### src/rtl/seq_bit_serializer.sv
// rtl/seq_bit_serializer.sv - parallel-to-serial stage feeding a bit-serial sequence detector
//
// Accepts WIDTH-bit words on a valid/ready handshake and emits them one bit
// per clock on x. Consecutive words stream with no idle gap.
//
// Parameters:
//   WIDTH      data word width in bits (>= 2)
//   MSB_FIRST  1: din[WIDTH-1] sent first, 0: din[0] sent first
//   IDLE_BIT   value driven on x whenever x_valid = 0
//
// Ports:
//   clk        in   rising-edge clock
//   rst        in   synchronous reset, active-high
//   din_valid  in   upstream word available
//   din        in   word to serialize, sampled only on accept
//   din_ready  out  block can accept a word this cycle (combinational)
//   x          out  serial bit stream (registered)
//   x_valid    out  x carries a frame bit this cycle (registered)
//   last       out  x carries the final bit of the current frame (registered)
//
// Build option:
//   PARITY_EN  when defined, an even-parity bit (^din) follows the data bits
//              and carries last; frame length becomes WIDTH+1.

module seq_bit_serializer #(
    parameter int   WIDTH     = 8,
    parameter int   MSB_FIRST = 1,
    parameter logic IDLE_BIT  = 1'b0
) (
    input  logic             clk,
    input  logic             rst,
    input  logic             din_valid,
    input  logic [WIDTH-1:0] din,
    output logic             din_ready,
    output logic             x,
    output logic             x_valid,
    output logic             last
);

`ifdef PARITY_EN
    localparam int FLEN = WIDTH + 1;
`else
    localparam int FLEN = WIDTH;
`endif
    localparam int CNT_W = $clog2(FLEN);

    localparam logic [CNT_W-1:0] LAST_IDX = CNT_W'(FLEN - 1);

    localparam logic [1:0] S_IDLE  = 2'd0;
    localparam logic [1:0] S_SHIFT = 2'd1;
`ifdef PARITY_EN
    localparam logic [1:0] S_PAR   = 2'd2;
    localparam logic [CNT_W-1:0] PAR_IDX = CNT_W'(WIDTH);
`endif

    logic [1:0]       r_state;
    // Holds the bits still to be sent after the one currently on x,
    // always arranged so the next bit sits in the top position.
    logic [WIDTH-2:0] r_shift;
    logic [CNT_W-1:0] r_cnt;
    logic             r_x;
    logic             r_x_valid;
    logic             r_last;
`ifdef PARITY_EN
    logic             r_parity;
`endif

    logic             w_accept;
    logic [WIDTH-1:0] w_din_ord;
    logic [CNT_W-1:0] w_cnt_next;

    // Ready in IDLE, or while the final frame bit is on x so the next word
    // can follow without a gap. Never ready during reset.
    assign din_ready  = ~rst & ((r_state == S_IDLE) | r_last);
    assign w_accept   = din_valid & din_ready;
    assign w_cnt_next = r_cnt + 1'b1;

    // Reorder the incoming word so that transmission order is always
    // top bit first; the shifter then only ever shifts left.
    always_comb begin
        w_din_ord = din;
        if (MSB_FIRST == 0) begin
            for (int i = 0; i < WIDTH; i++) begin
                w_din_ord[i] = din[WIDTH-1-i];
            end
        end
    end

    always_ff @(posedge clk) begin
        if (rst) begin
            r_state   <= S_IDLE;
            r_shift   <= '0;
            r_cnt     <= '0;
            r_x       <= IDLE_BIT;
            r_x_valid <= 1'b0;
            r_last    <= 1'b0;
`ifdef PARITY_EN
            r_parity  <= 1'b0;
`endif
        end else if (w_accept) begin
            // New frame: first bit goes straight to x, whether from IDLE or
            // directly after the previous frame's last bit.
            r_state   <= S_SHIFT;
            r_shift   <= w_din_ord[WIDTH-2:0];
            r_cnt     <= '0;
            r_x       <= w_din_ord[WIDTH-1];
            r_x_valid <= 1'b1;
            r_last    <= 1'b0;
`ifdef PARITY_EN
            r_parity  <= ^din;
`endif
        end else if (r_last) begin
            // Frame finished and no follow-on word: drop to idle.
            r_state   <= S_IDLE;
            r_cnt     <= '0;
            r_x       <= IDLE_BIT;
            r_x_valid <= 1'b0;
            r_last    <= 1'b0;
        end else if (r_state == S_SHIFT) begin
            r_cnt <= w_cnt_next;
`ifdef PARITY_EN
            if (w_cnt_next == PAR_IDX) begin
                r_state <= S_PAR;
                r_x     <= r_parity;
                r_last  <= 1'b1;
            end else begin
                r_x     <= r_shift[WIDTH-2];
                r_shift <= r_shift << 1;
                r_last  <= (w_cnt_next == LAST_IDX);
            end
`else
            r_x     <= r_shift[WIDTH-2];
            r_shift <= r_shift << 1;
            r_last  <= (w_cnt_next == LAST_IDX);
`endif
        end
    end

    assign x       = r_x;
    assign x_valid = r_x_valid;
    assign last    = r_last;

endmodule
### config.mk
export PLATFORM = sky130hd
export DESIGN_NAME = seq_bit_serializer
export DESIGN_NICKNAME = d
export VERILOG_FILES = /design/src/rtl/seq_bit_serializer.sv
export SDC_FILE = /design/constraint.sdc
export NUM_CORES = 1
export LEC_CHECK = 0
export CORE_AREA = 10 10 47 49
export CTS_CLUSTER_DIAMETER = 80
export DETAILED_ROUTE_END_ITERATION = 8
export DIE_AREA = 0 0 57 59
export DONT_BUFFER_PORTS = 1
export GPL_ROUTABILITY_DRIVEN = 0
export PLACE_DENSITY = 0.63
export REMOVE_ABC_BUFFERS = 1
export SKIP_CTS_REPAIR_TIMING = 1
export SYNTH_ARGS = -nofsm -noshare
export SYNTH_HDL_FRONTEND = slang
export SYNTH_SLANG_ARGS = --single-unit
### constraint.sdc
create_clock -name clk -period 1.6 [get_ports clk]
set_clock_uncertainty 0.05 [all_clocks]
set_input_delay 0.16 -clock clk [delete_from_list [all_inputs] [get_ports clk]]
set_output_delay 0.16 -clock clk [all_outputs]
set_load 0.005 [all_outputs]
==> flow_summary.yaml <==
timing:
  tightest_slew_ns: 0.642
  period_share_pct: 87.2
  rsz0062_at_grt: "false"
  slew_viol_final: 0
  setup_viol: 0
  max_freq_mhz: 717
  finalHoldViolCount: 0
  slew_headroom_pct: 57.1
  fin_crit_ns: 1.40
  finalSetupTns_ns: 0
logic_synthesis:
  syn_inst: 63
  synth_seq_cells: 13
  ys_types: 24
  syn-cell-area_sq_um: 666
  synth_seq_area_share_pct: 39.1
  synth_warnings: 0
  synth_area_per_cell_sq_um: 10.6
final_layout:
  nFillCells: 141
  fin_util_pct: 49.1
  area_growth_pct: 3.38
  antenna_cells: 0
  nets: 79
  drive_gt1_share_pct: 23.1
worst_setup_path:
  r2r-start: "last"
  r2r-end: "x"
  worst_path_largest_cell_delay_ns: 0.54
  r2r_slack_ns: 0.36
  crit_path_start_kind: "flip-flop"
  worstPathArrival_ns: 1.19
  crit_required_ns: 1.39
  cp_slowest_cell: "dfxtp_1"
  cp_max_fo: 9
  ff2ff_path_depth: 3
  worst_setup_path_end_kind: "output port"
  crit_type: "flip-flop to output port"
  worstPathCellList: "and2b_1 -> nor2_1"
clock_tree:
  clockRootBuffer: "clkbuf_4"
  clk_path_buf_depth: 2
  cts_num_sinks: 13
  clk_latency_ns: 0.27
  numCtsBuffers: 3
  cts_max_level: 1
  cts_tree: "done"
  clkTransAtPathRegs_ns: 0.07
global_routing:
  met1_usage_pct: 7.99
  grt_pass1_wl_um: 1930
  grt_max_degree: 15
  grt_use_met2_pct: 11.0
  first_global_vias: 406
  grtUsageMet3_pct: 2.79
  grt-busiest-layer: "met2"
  overflow: 0
  antenna_found_initial: 0
  grt_use_total_pct: 7.05
routing:
  routedWlPerCell_um: 15.0
  routed_wl_um: 1220
  vias: 450
  post-route-drc-count: 0
  drtIter0Drc: 1
  drt_pre_antenna_iters: 2
  final_antenna_net_count: 0
  via_per_inst: 5.56
pwr:
  power_uw: 633
  p_leak_nw: 0.264
  power_switching_uw: 154
  p_per_area_nw_per_um2: 920
  peakVddDrop_uv: 553
  clockPowerShare_pct: 30.6
  p_sw_share_pct: 24.3
  pwr-share-comb_pct: 12.6
  p_seq_share_pct: 56.9
  p_int_uw: 479
place:
  io_buffer_count: 0
  dp_hpwl_um: 871
die:
  initial_core_util_pct: 47.5
  num_rows: 14
  die_area_sq_um: 3360
  fp.dieW_um: 57
  fp.dieH_um: 59
  core_area_sq_um: 1400
  ios: 15
worst_hold_path:
  hp-start: "din[0]"
  hold_end: "r_shift[0]"
  worstHoldPathCells: 2
  hold_class: "input port to flip-flop"
status:
  outcome: "completed"
job:
  maxCapViolCount: 0
[how the worst max path moves through the flow]
stage	startpoint	end	slack (ns)
floorplan	r_cnt[0]	r_cnt[2]	0.51
CTS	r_state[0]	din_ready	0.17
global placement	last	x	0.41
global route	r_state[0]	din_ready	0.13
detailed placement	last	x	0.38
finish	r_state[0]	din_ready	0.20
[sequential cells by signal (all words and copies together), names as in the netlist]
register / cells
last: 1
r_cnt: 3
r_state: 1
r_shift: 7
x: 1
[layout make-up]
cell class	count	area [sq um]	share of cell area, %
Timing Repair Buffer	2	20.0	2.91
Clock buffer	4	26.3	3.82
Sequential cell	13	260	37.8
Tap cell	16	20.0	2.91
Multi-Input combinational cell	44	354	51.5
Inverter	2	7.51	1.09
[cell families (layout without fill, tap and decap cells)]
kind of cell    count (synthesis)  after routing  share of synthesized area [%]
simple gates                   24             24                           22.6
flops                          13             13                           39.1
compound gates                 10             10                           15.0
mux                             7              7                           10.5
buf+inv                         6              8                           7.71
fa+ha+maj                       2              2                           3.76
xor+xnor                        1              1                           1.32
[power by group through the flow]
stage / clock network [mW] / registers [mW] / logic (mW)
6_report: 0.193 / 0.360 / 0.0796
5_1_grt: 0.219 / 0.363 / 0.0890
4_1_cts: 0.206 / 0.361 / 0.0704
3_5_place_dp: 0 / 0.368 / 0.0702
3_3_place_gp: 0 / 0.367 / 0.0682
2_1_floorplan: 0 / 0.364 / 0.0624
[routing by layer]
layer  vias to the layer above  part of all wire [%]
met5                         -                     0
met4                         0                     0
met3                         0                   5.4
met2                         6                    48
met1                       214                    46
li1                        230                     -
[metrics by stage]
step / cell area [sq um] / cells / hold slack (ns) / setup WS, ns
floorplan: 622 / 59 / 0.175 / 0.505
global placement: 642 / 75 / 0.177 / 0.405
detailed placement: 642 / 75 / 0.179 / 0.381
CTS: 668 / 79 / -0.116 / 0.172
global route: 688 / 81 / 0.0722 / 0.132
finish: 688 / 81 / 0.0562 / 0.205
[cell usage in the layout, fill, tap and decap left out]
cell type / n
clkbuf_1: 1
a211oi_1: 2
dlygate4sd3_1: 2
nand2b_1: 1
clkbuf_4: 3
a21oi_1: 2
or2_0: 1
dfxtp_1: 13
nor3_2: 1
nor3_1: 3
nand3_1: 1
nand2b_4: 1
nand2_2: 1
a211oi_2: 6
inv_1: 2
nor4b_2: 1
mux2i_1: 7
and2b_1: 1
ha_1: 2
nor2_1: 8
xnor2_1: 1
nor3b_1: 3
nor2_2: 2
[cells in the mapped netlist]
cell	number	area [sq um]
a211oi_2	6	75.1
nand3_1	1	5.00
nand2b_1	1	6.26
nor3_1	3	15.0
nor2_2	2	12.5
and2b_1	1	7.51
inv_1	2	7.51
a21oi_1	2	10.0
mux2i_1	7	70.1
a211oi_1	2	15.0
nor2_1	8	30.0
dfxtp_1	13	260
nor3b_1	3	22.5
nor4b_2	1	15.0
nor3_2	1	10.0
buf_2	1	5.00
nand2_2	1	6.26
ha_1	2	25.0
buf_12	1	20.0
buf_4	1	7.51
xnor2_1	1	8.76
buf_6	1	11.3
or2_0	1	6.26
nand2b_4	1	13.8
[critical path, delay by kind of cell (launching register included)]
family | cells | cell delay [ns]
flip-flops | 1 | 0.54
AND/OR/NAND/NOR | 2 | 0.38
Note: power is estimated with default switching activity, not from simulation.
